File: config.mk
export PLATFORM = sky130hd
export DESIGN_NAME = qru32
export DESIGN_NICKNAME = d
export VERILOG_FILES = /design/src/rtl/qru32.sv
export SDC_FILE = /design/constraint.sdc
export NUM_CORES = 1
export LEC_CHECK = 0
export ABC_AREA = 1
export CAP_MARGIN = 20
export CORE_ASPECT_RATIO = 1.5
export CORE_UTILIZATION = 60
export CTS_CLUSTER_SIZE = 8
export DETAILED_ROUTE_END_ITERATION = 10
export MAX_ROUTING_LAYER = met4
export PLACE_DENSITY = 0.91
export SKIP_CTS_REPAIR_TIMING = 1
export SLEW_MARGIN = 20
export SYNTH_ARGS = -nofsm -noshare
export SYNTH_HDL_FRONTEND = slang
export SYNTH_SLANG_ARGS = --single-unit
File: constraint.sdc
create_clock -name clk -period 14.06 [get_ports clk]
set_input_delay 2.109 -clock clk [delete_from_list [all_inputs] [get_ports clk]]
set_output_delay 2.109 -clock clk [all_outputs]
set_load 0.01 [all_outputs]
File: src/rtl/qru32.sv
// qru32: iterative restoring radix-2 divider for RV32M div/divu/rem/remu.
// Optional macro QRU_FASTPATH_EN: divide-by-zero and signed overflow finish in one cycle.
`default_nettype none

module qru32 #(
  parameter int XLEN = 32
) (
  input  logic            clk,
  input  logic            rst,
  input  logic            start,
  input  logic [1:0]      divctl,
  input  logic [XLEN-1:0] a,
  input  logic [XLEN-1:0] b,
  output logic            busy,
  output logic            done,
  output logic [XLEN-1:0] result
);

  typedef enum logic [1:0] {
    IDLE  = 2'd0,
    SETUP = 2'd1,
    CALC  = 2'd2,
    FIX   = 2'd3
  } state_t;

  localparam logic [XLEN-1:0] MIN_NEG = {1'b1, {(XLEN-1){1'b0}}};

  state_t          state, state_nxt;
  logic [XLEN-1:0] a_q, b_q;
  logic [1:0]      op;
  logic [XLEN-1:0] dvd, dvs;
  logic [XLEN:0]   rem;
  logic [4:0]      cnt;
  logic            q_neg, r_neg;

  logic [XLEN+1:0] sh, diff;
  logic [XLEN-1:0] quot, remv, fix_res;
  logic            fix_bz, fix_ovf;

`ifdef QRU_FASTPATH_EN
  logic in_special;
  assign in_special = (b == '0) || (!divctl[0] && (a == MIN_NEG) && (b == '1));
`endif

  // One extra guard bit so a negative trial difference shows up in the MSB.
  assign sh   = {rem, dvd[XLEN-1]};
  assign diff = sh - {2'b00, dvs};

  assign quot    = q_neg ? -dvd : dvd;
  assign remv    = r_neg ? -rem[XLEN-1:0] : rem[XLEN-1:0];
  assign fix_bz  = (b_q == '0);
  assign fix_ovf = !op[0] && (a_q == MIN_NEG) && (b_q == '1);

  always_comb begin
    fix_res = op[1] ? remv : quot;
    if (fix_bz) begin
      fix_res = op[1] ? a_q : '1;
    end else if (fix_ovf) begin
      fix_res = op[1] ? '0 : MIN_NEG;
    end
  end

  always_ff @(posedge clk or posedge rst) begin
    if (rst) state <= IDLE;
    else     state <= state_nxt;
  end

  always_comb begin
    state_nxt = state;
    busy      = (state != IDLE);
    case (state)
      IDLE: begin
        if (start) begin
`ifdef QRU_FASTPATH_EN
          state_nxt = in_special ? FIX : SETUP;
`else
          state_nxt = SETUP;
`endif
        end
      end
      SETUP:   state_nxt = CALC;
      CALC:    if (cnt == 5'd31) state_nxt = FIX;
      FIX:     state_nxt = IDLE;
      default: state_nxt = IDLE;
    endcase
  end

  always_ff @(posedge clk or posedge rst) begin
    if (rst) begin
      a_q    <= '0;
      b_q    <= '0;
      op     <= '0;
      dvd    <= '0;
      dvs    <= '0;
      rem    <= '0;
      cnt    <= '0;
      q_neg  <= 1'b0;
      r_neg  <= 1'b0;
      done   <= 1'b0;
      result <= '0;
    end else begin
      done <= 1'b0;
      case (state)
        IDLE: begin
          if (start) begin
            a_q <= a;
            b_q <= b;
            op  <= divctl;
          end
        end
        SETUP: begin
          if (!op[0]) begin
            dvd   <= a_q[XLEN-1] ? -a_q : a_q;
            dvs   <= b_q[XLEN-1] ? -b_q : b_q;
            q_neg <= a_q[XLEN-1] ^ b_q[XLEN-1];
            r_neg <= a_q[XLEN-1];
          end else begin
            dvd   <= a_q;
            dvs   <= b_q;
            q_neg <= 1'b0;
            r_neg <= 1'b0;
          end
          rem <= '0;
          cnt <= '0;
        end
        CALC: begin
          // Quotient bits shift into dvd as dividend bits shift out.
          dvd <= {dvd[XLEN-2:0], ~diff[XLEN+1]};
          rem <= diff[XLEN+1] ? sh[XLEN:0] : diff[XLEN:0];
          cnt <= cnt + 5'd1;
        end
        FIX: begin
          result <= fix_res;
          done   <= 1'b1;
        end
        default: ;
      endcase
    end
  end

endmodule

`default_nettype wire

==> results of run 1 <==
-- power breakdown --
part	total (uW)	internal [uW]	switching (uW)
sequential	1170	871	301
clock	623	364	259
combinational	2770	945	1820
-- through the flow --
step	util, %	total power (uW)	instances	worst slack [ns]	hold slack, ns
2_1_floorplan	-	3052	2373	6.355	0.4489
3_3_place_gp	65.57	3782	2725	9.781	0.4699
3_5_place_dp	65.63	3847	2726	9.741	0.4661
4_1_cts	68.65	4503	2759	10.01	0.4903
5_1_grt	68.71	4944	2760	9.986	0.5030
6_report	68.71	4560	2760	10.04	0.4863
-- layout make-up --
type,instances,area (sq um)
repair buffers,114,1126
fillers,2206,7839
flip-flops and latches,205,5130
clock inverters,1,20.02
multi-input cells,1723,8442
well taps,328,410.4
clock buffers,32,737.0
inverters,357,1348
-- worst max path at each step --
stage,slack (ns),start,end
after floorplan,6.36,rst,a_q[0]
after global placement,9.78,rst,rem[30]
after detailed placement,9.74,rst,rem[32]
after CTS,10.01,state[0],busy
after global routing,9.99,state[0],busy
final,10.04,state[0],busy
-- cell usage in the layout (no fill, tap or decap), types with 2 or more instances in the layout --
cell and instances:
nor3_2 2, a31oi_1 9, nand2_2 2, buf_4 10, o31ai_1 3, inv_2 2
nand3_1 290, nand3_2 4, or2_2 4, a21oi_1 131, nor2_2 6, dfrtp_1 205
nor4_1 9, ha_1 43, xnor2_1 18, nand2_1 639, o221ai_1 19, o21bai_1 5
nand4_1 30, nor2_1 253, and2_1 6, mux2_2 12, nand3b_1 9, o22ai_1 12
clkdlybuf4s50_1 102, xor2_1 28, o211ai_1 2, o21ai_1 22, inv_1 353, buf_8 2
a21oi_2 6, o21ai_0 115, clkbuf_1 3, nor3_1 31, clkbuf_16 29, nand2_4 3
-- per-layer routing --
metal | global-route usage (%) | vias to the layer above
met5 | - | -
met4 | 27.16 | 0
met1 | 42.98 | 7420
li1 | - | 7723
met2 | 69.18 | 704
met3 | 4.054 | 204
-- cell families after synthesis --
| kind of cell | Yosys count | share of synthesized area (%) |
|---|---|---|
| multiplexers | 12 | 0.8824 |
| AO/OA/AOI/OAI | 328 | 11.75 |
| buffers and inverters | 445 | 11.46 |
| AND/OR/NAND/NOR | 1292 | 36.06 |
| adder cells (fa/ha/maj) | 45 | 3.726 |
| flip-flops | 205 | 33.50 |
| XOR/XNOR | 46 | 2.631 |
-- sequential cells by signal, indices dropped and copies added, names as in the netlist --
signal  flops
rem        33
op          2
result     32
q_neg       1
dvs        32
done        1
dvd        32
r_neg       1
b_q        32
cnt         5
state       2
a_q        32
-- worst reg2reg max path: stages, from the launching register on --
cell and delay [ns]:
dfrtp_1 0.40, inv_1 0.10, ha_1 0.91, nand2_1 0.76, inv_2 0.94, nand3_1 0.24, nand2_1 0.11
==> metrics.md, run 1 <==
| Metric | Value |
|---|---|
| Slew @ Worst Pin | ~0.99 ns |
| Clock transition at path regs | roughly 0.05 ns |
| Area growth syn-to-layout | 12.40% |
| CP Depth | 4 |
| Post-Route WL | around 48 mm |
| Worst Hold Class | reg -> reg |
| Worst Reg-to-Reg Cells | 6 |
| Asr flop ratio synth | between 90% and 100% |
| Number of global-route vias before repair | roughly 16000 |
| Final setup viols | 0 |
| Detailed-route wire length per cell | between 15 and 20 um |
| Post-Syn Instances | about 2400 |
| Vias | roughly 16000 |
| Gr ovfl total | 0 |
| Initial antenna violation count | 0 |
| Lkg Pwr | approximately 0.009 uW |
| Worst Hold Launch | dvs[18] |
| Core area | between 20000 and 30000 sq um |
| FF-to-FF setup slack | approximately 11 ns |
| Worst path cell trace | inv_1 > ha_1 > inv_1 > clkdlybuf4s50_1 |
| Global placement routability congestion | just over 1 |
| RR Endpoint | rem[1] |
| Largest net degree at the start of global routing | approximately 140 |
| Die height | a little under 200 um |
| Post-detailed-route count of antenna-violating nets | 0 |
| CP required | approximately 12 ns |
| Flops & latches, synth | just over 200 |
| Clock tree sinks | 205 |
| First-pass GRT wire length | roughly 80 mm |
| R2r startpoint | state[1] |
| Syn_nets | about 2500 |
| CP most frequent cell | inv_1 |
| Clk_lat worst skew | approximately 0.57 ns |
| Max-Cap Viols | 0 |
| Relative slew slack | 33.72% |
| RSZ-0062 raised after global routing | false |
| Main synth FF type | dfrtp_1 |
| Status | finished, final reports clean |
| Highest metal used | met4 |
| F_max | about 250 MHz |
| Final Hold Vio Count | 0 |
| Max VDD drop | approximately 0.30 mV |
| Fraction of layout cells with a size suffix above 1 | under 10% |
| Power Density | roughly 260 nW/um^2 |
| CP Class | reg -> out |
| Diodes inserted | 0 |
| TNS Setup | 0 ns |
| CTS Buf Count | 29 |
| Top cell type's share of synthesized area | between 30% and 40% |
| Total GRT Usage | about two fifths |
| Final HPWL DP | approximately 36 mm |
| Fin Clk Skew | roughly 0.012 ns |
| Worst Hold End | dvs[18] |
| CTS tree | built |
| Die W | 132.4 um |
| WL met2 | roughly 24 mm |
| Initial drt markers | between 1000 and 1500 |
| Synth top cells by count | nand2_1, inv_1, nand3_1, nor2_1, dfrtp_1 |
| Cell Area, Placed | between 15000 and 20000 sq um |
| Routed length on met3 | about 2.7 mm |
| Count leader, synth | nand2_1 |
| Mean cell area of the mapped netlist | around 6.5 sq um |
| Fin. max-slew vios | 0 |
| Yosys Warn Count | 0 |
| Hold path depth | 2 |
| DIE AREA | around 26000 sq um |
| IO Port Bufs | between 100 and 150 |
| Remaining DRCs | 0 |
| Crit path max-delay family | buffers and inverters |
| Number of synthesized flops with an enable pin | 0 |
| Tcrit/Tclk final | between 20 and 30% |
| Seq/Total Area, Yosys | ~33% |
| Finished Cell Area | roughly 17000 sq um |
| Crit-path max FO | 4 |
| Synth area leader | dfrtp_1 |
| Min Clock Period, post-route | 4.023 ns |
| Top Ports | between 100 and 150 |
| Synth top area cells | dfrtp_1, nand2_1, nand3_1, inv_1, nor2_1 |
| CTS Root Cell | clkbuf_16 |
| Layout Nets | roughly 2500 |
| Row count | about 70 |
| Unique masters post-synth | 46 |
| Worst EP arrival | roughly 1.9 ns |
| Post-synth design cell area | between 15000 and 20000 sq um |
| Drt pass-1 iters | 6 |
| Worst Path Buf+Inv | 3 |
| Met1 Wirelength | 17.84 mm |
| Starting Density | approximately 61% |
| Worst setup EP type | output port |
| Crit path max-delay cell type | clkdlybuf4s50_1 |
| Crit-path max cell delay | around 0.53 ns |
| Drt via density | 5.816 |
| H-tree levels | 1 |
| Critical path launch point type | register |
| Clock buffer depth | 3 |
Note: power is estimated with default switching activity, not from simulation.
==> run 2, diff against run 1 <==
- CORE_UTILIZATION: 60 -> 55
- PLACE_DENSITY: 0.91 -> 0.88
- clock period: 14.06 -> 3.6 ns (I/O delays scaled with it)
==> metrics.md, run 2 (synthesized netlist as in run 1, its figures left out) <==
| Metric | Value |
|---|---|
| Status | finished, violations left |
| Failing checks | DRC |
| Initial antenna violation count | 0 |
| Row count | 74 |
| Number of global-route vias before repair | 15680 |
| Area of the multi-input gates | between 8000 and 9000 sq um |
| Max-Cap Viols | 0 |
| Drt pass-1 iters | 9 |
| DIE AREA | about 29000 sq um |
| Starting Density | between 50 and 60% |
| Final Hold Vio Count | 0 |
| Post-Route WL | slightly above 50 mm |
| Initial drt markers | about 1200 |
| Worst EP arrival | 3.38 ns |
| Vias | around 16000 |
| Worst setup EP type | register |
| RSZ-0062 raised after global routing | false |
| FF-to-FF setup slack | 0.73 ns |
| Tcrit/Tclk final | between 70% and 80% |
| Relative slew slack | 36.06% |
| Critical path launch point type | register |
| Layout fillers | between 2000 and 2500 |
| Max reg flops | 33 |
| CP most frequent cell | nand2_1 |
| Area growth syn-to-layout | 13.51% |
| CTS Root Cell | clkbuf_16 |
| First-pass GRT wire length | around 80 mm |
| Clock buffer depth | 3 |
| Top Ports | between 100 and 150 |
| Crit path max-delay cell type | nand3_2 |
| Crit-path max cell delay | ~0.64 ns |
| CP required | 4.10 ns |
| Die height | 206.4 um |
| Gr ovfl total | 0 |
| Setup ws final | around 0.73 ns |
| Layout Utilization | between 60% and 70% |
| Final setup viols | 0 |
| Largest net degree at the start of global routing | 65 |
| Post-detailed-route count of antenna-violating nets | 0 |
| Crit-path max FO | 33 |
| Drt via density | around 5.8 |
| CP Class | reg -> reg |
| Remaining DRCs | 2 |
| Register area | approximately 5100 sq um |
| Total GRT Usage | ~38% |
| Clk_lat worst skew | about 0.57 ns |
| Commonest non-fill, non-tap cell in the layout | nand2_1 |
| Power Density | between 1000 and 1500 nW/um^2 |
| Clock transition at path regs | around 0.06 ns |
| Min Clock Period, post-route | 2.874 ns |
| Worst Hold Class | in -> async |
| Largest register by flop count | rem |
| Die W | roughly 140 um |
| Slew @ Worst Pin | between 0.9 and 1 ns |
| Clock tree sinks | 205 |
| F_max | about 350 MHz |
| IO Port Bufs | 102 |
| Setup WS pre-CTS | roughly 0.80 ns |
| Diodes inserted | 0 |
| Fraction of layout cells with a size suffix above 1 | 4.412% |
| Final HPWL DP | a little under 40 mm |
| Detailed-route wire length per cell | between 15 and 20 um |
| TNS Setup | 0 ns |
| H-tree levels | 1 |
| Global placement routability congestion | 1.026 |
| Worst path cell trace | ha_1 > nand2_1 > inv_1 > nand2_1 > nand2_1 > a21oi_2 > nor2_1 > nor2_1 > nand3_2 > nand3_1 > nand3_1 > nand2_1 |
| Power consumption | around 18000 uW |
| Layout Nets | ~2600 |
| Commonest non-fill, non-tap cells in the layout | nand2_1, inv_1, nand3_1 |
| Max VDD drop | 0.9810 mV |
| Fin. max-slew vios | 0 |
| CTS tree | built |
| Fin Clk Skew | approximately 0.018 ns |
| Lkg Pwr | 0.009076 uW |
| CTS Buf Count | 29 |
| Core area | about 27000 sq um |
-- run 2: cell types whose count changed in the layout (fill, tap and decap cells not counted) --
| cell | change |
|---|---|
| buf_12 | +3 |
| buf_4 | +16 |
| buf_8 | -2 |
| clkbuf_1 | -2 |
| clkbuf_8 | +1 |
| clkinvlp_4 | +1 |
| inv_1 | -1 |
| inv_2 | +1 |
| inv_8 | -1 |
-- run 2: final timing paths --
check,from,endpoint,depth (start not counted)
hold / removal,rst,rem[29],2
max in group asynchronous,rst,a_q[14],3
hold reg to reg,dvs[4],dvs[4],2
setup / recovery,rem[23],rem[0],12
setup reg to reg,rem[23],rem[0],12
min in group clk,dvs[4],dvs[4],2
-- run 2: stage by stage --
step	hold WS, ns	area [sq um]	cells
after floorplan	0.4489	15320	2373
after global placement	0.4654	16620	2758
after detailed placement	0.4742	16620	2758
after CTS	0.4878	17380	2790
after global routing	0.5069	17380	2790
final	0.4860	17380	2790
-- run 2: power breakdown --
group | switching (uW) | total (uW) | internal, uW | leakage, uW
registers | 1130 | 4530 | 3400 | 0.00245
logic | 7350 | 11100 | 3750 | 0.00625
clock network | 1020 | 2460 | 1440 | 0.000376
-- run 2: critical path: cells and delay by family, from the launching register on --
family,cells,cell delay [ns]
and+or+nand+nor,9,1.75
DFF,1,0.46
adders and majority gates,1,0.39
AOI/OAI and AO/OA,1,0.15
buffers and inverters,1,0.05
-- run 2: area by class of cell --
cell class / count / area share, %
Clock inverter: 1 / 0.1152
Sequential cell: 205 / 29.51
Tap cell: 342 / 2.462
Timing Repair Buffer: 131 / 7.342
Multi-Input combinational cell: 1723 / 48.56
Clock buffer: 31 / 4.276
Inverter: 357 / 7.731
-- run 2: per-layer routing --
metal	vias up	share of wire, %	GRT usage (%)
met2	721	50	67.22
met4	0	8.1	28.17
met1	7395	36	38.81
met5	-	0	-
met3	233	5.4	3.939
li1	7758	-	-
==> run 3, diff against run 2 <==
- clock period: 3.6 -> 2.31 ns (I/O delays scaled with it)
==> metrics.md, run 3 (synthesized netlist as in run 1, its figures left out) <==
| Metric | Value |
|---|---|
| Worst setup EP type | register |
| Clock transition at path regs | roughly 0.060 ns |
| Commonest non-fill, non-tap cell in the layout | nand2_1 |
| Worst path cell trace | inv_2 > ha_4 > inv_4 > nor3_4 > nand3_2 > nor2_4 > nand4_4 > nor2_8 > buf_12 > buf_12 > o21ai_2 > nand2_1 > inv_2 > a21oi_2 |
| CP Class | reg -> reg |
| Largest register by flop count | rem |
| Power consumption | about 33000 uW |
| Crit-path max FO | 7 |
| Number of global-route vias before repair | between 15000 and 20000 |
| Power Density | 1639 nW/um^2 |
| Core area | 27310 sq um |
| Diodes inserted | 0 |
| Commonest non-fill, non-tap cells in the layout | nand2_1, inv_1, nand3_1 |
| Failing checks | DRC, setup timing |
| Post-detailed-route count of antenna-violating nets | 0 |
| Tcrit/Tclk final | 107.4% |
| Fin Clk Skew | 0.01922 ns |
| Crit path max-delay cell type | dfrtp_1 |
| Status | finished, violations left |
| Max-Cap Viols | 0 |
| Initial antenna violation count | 0 |
| Die W | between 100 and 150 um |
| First-pass GRT wire length | approximately 87 mm |
| Slew @ Worst Pin | 0.6342 ns |
| Critical path launch point type | register |
| R2r startpoint | b_q[0] |
| Initial drt markers | between 1500 and 2000 |
| Setup ws final | -0.1709 ns |
| Row count | 74 |
| Clock buffer depth | 3 |
| Lkg Pwr | just over 0.01 uW |
| Final setup viols | 35 |
| Drt via density | 5.936 |
| Detailed-route wire length per cell | 19.70 um |
| CP required | roughly 2.8 ns |
| Largest net degree at the start of global routing | slightly above 80 |
| Max reg flops | 33 |
| Post-Route WL | approximately 60 mm |
| CTS Root Cell | clkbuf_16 |
| Drt pass-1 iters | 9 |
| Worst Path Buf+Inv | 5 |
| Final HPWL DP | roughly 42 mm |
| Worst Hold Class | in -> async |
| Layout Nets | ~2700 |
| Setup crit start | b_q[0] |
| Clk_lat worst skew | between 0.5 and 0.6 ns |
| Remaining DRCs | 2 |
| IO Port Bufs | roughly 100 |
| Finished Cell Area | about 20000 sq um |
| RSZ-0062 raised after global routing | true |
| Relative slew slack | roughly 58% |
| CTS tree | built |
| Worst EP arrival | just under 3 ns |
| Total GRT Usage | 39.89% |
| Top Ports | roughly 100 |
| Vias | approximately 18000 |
| Final Hold Vio Count | 0 |
| Gr ovfl total | 0 |
| H-tree levels | 1 |
| Global placement routability congestion | around 1.0 |
| Min Clock Period, post-route | 2.481 ns |
| DIE AREA | 28530 sq um |
| Starting Density | a little under three fifths |
| Fin. max-slew vios | 0 |
| Cell Area, Placed | roughly 18000 sq um |
| CTS Buf Count | 29 |
| Clock tree sinks | between 200 and 250 |
| Area growth syn-to-layout | 30.66% |
| Crit path max-delay family | simple AND/OR/NAND/NOR gates |
| Max VDD drop | 1.563 mV |
| Crit-path max cell delay | roughly 0.43 ns |
| Fraction of layout cells with a size suffix above 1 | approximately 18% |
| F_max | 403.1 MHz |
| Die height | around 210 um |
==> run 3: changes by cell type in the layout (fill, tap and decap cells not counted), moves of 26 or more <==
cell and delta:
ha_4 +26, inv_1 -26, nand2_2 +44, ha_1 -26, nand2_1 -48, buf_4 +159
==> run 3: cell type report <==
cell class / instances / area [sq um]
Clock inverter: 1 / 20.02
Multi-Input combinational cell: 1724 / 9314
Timing Repair Buffer: 318 / 3007
Clock buffer: 31 / 743.2
Tap cell: 342 / 427.9
Fill cell: 2101 / 7306
Sequential cell: 205 / 5137
Inverter: 357 / 1359
==> run 3: report_power, final <==
part           internal, uW  total, uW  switching (uW)
clock                  2240       3850            1610
combinational          8420      22000           13600
sequential             5310       6900            1590
total                 16000      32800           16800
==> run 3: layer usage <==
metal	wire length [um]	vias up	GRT usage (%)
li1	-	8139	-
met4	5664	0	30.86
met5	0	-	-
met2	29430	933	72.39
met1	19650	8243	39.60
met3	3915	362	4.240
==> run 3: worst reg2reg max path, stage by stage, from the launching register on <==
cell	delay (ns)
dfrtp_1	0.43
inv_2	0.16
ha_4	0.18
inv_4	0.05
nor3_4	0.18
nand3_2	0.13
nor2_4	0.16
nand4_4	0.19
nor2_8	0.25
buf_12	0.13
buf_12	0.15
o21ai_2	0.07
nand2_1	0.08
inv_2	0.06
a21oi_2	0.17
==> run 3: through the flow <==
step                      util, %  setup slack (ns)  hold slack (ns)  setup TNS, ns  std cells
after floorplan                 -           -0.6948           0.4489        -142.43       2373
after global placement      65.15          -0.03042           0.4667        -0.5625       2898
after detailed placement    65.15          -0.04711           0.4711         -1.088       2898
after CTS                   67.95          -0.07454          0.09826         -1.771       2930
after global routing        73.25           -0.2889           0.1317         -8.563       2978
final                       73.25           -0.1709           0.1083         -2.781       2978
==> run 3: final timing paths <==
| kind | endpoint | slack (ns) | cells past startpoint |
|---|---|---|---|
| min reg2reg | dvs[30] | 0.48 | 2 |
| max reg2reg | result[24] | -0.17 | 14 |
| min | rem[32] | 0.11 | 2 |
| max in group asynchronous | done | 1.46 | 3 |
| min in group clk | b_q[6] | 0.36 | 3 |
| max | result[24] | -0.17 | 14 |
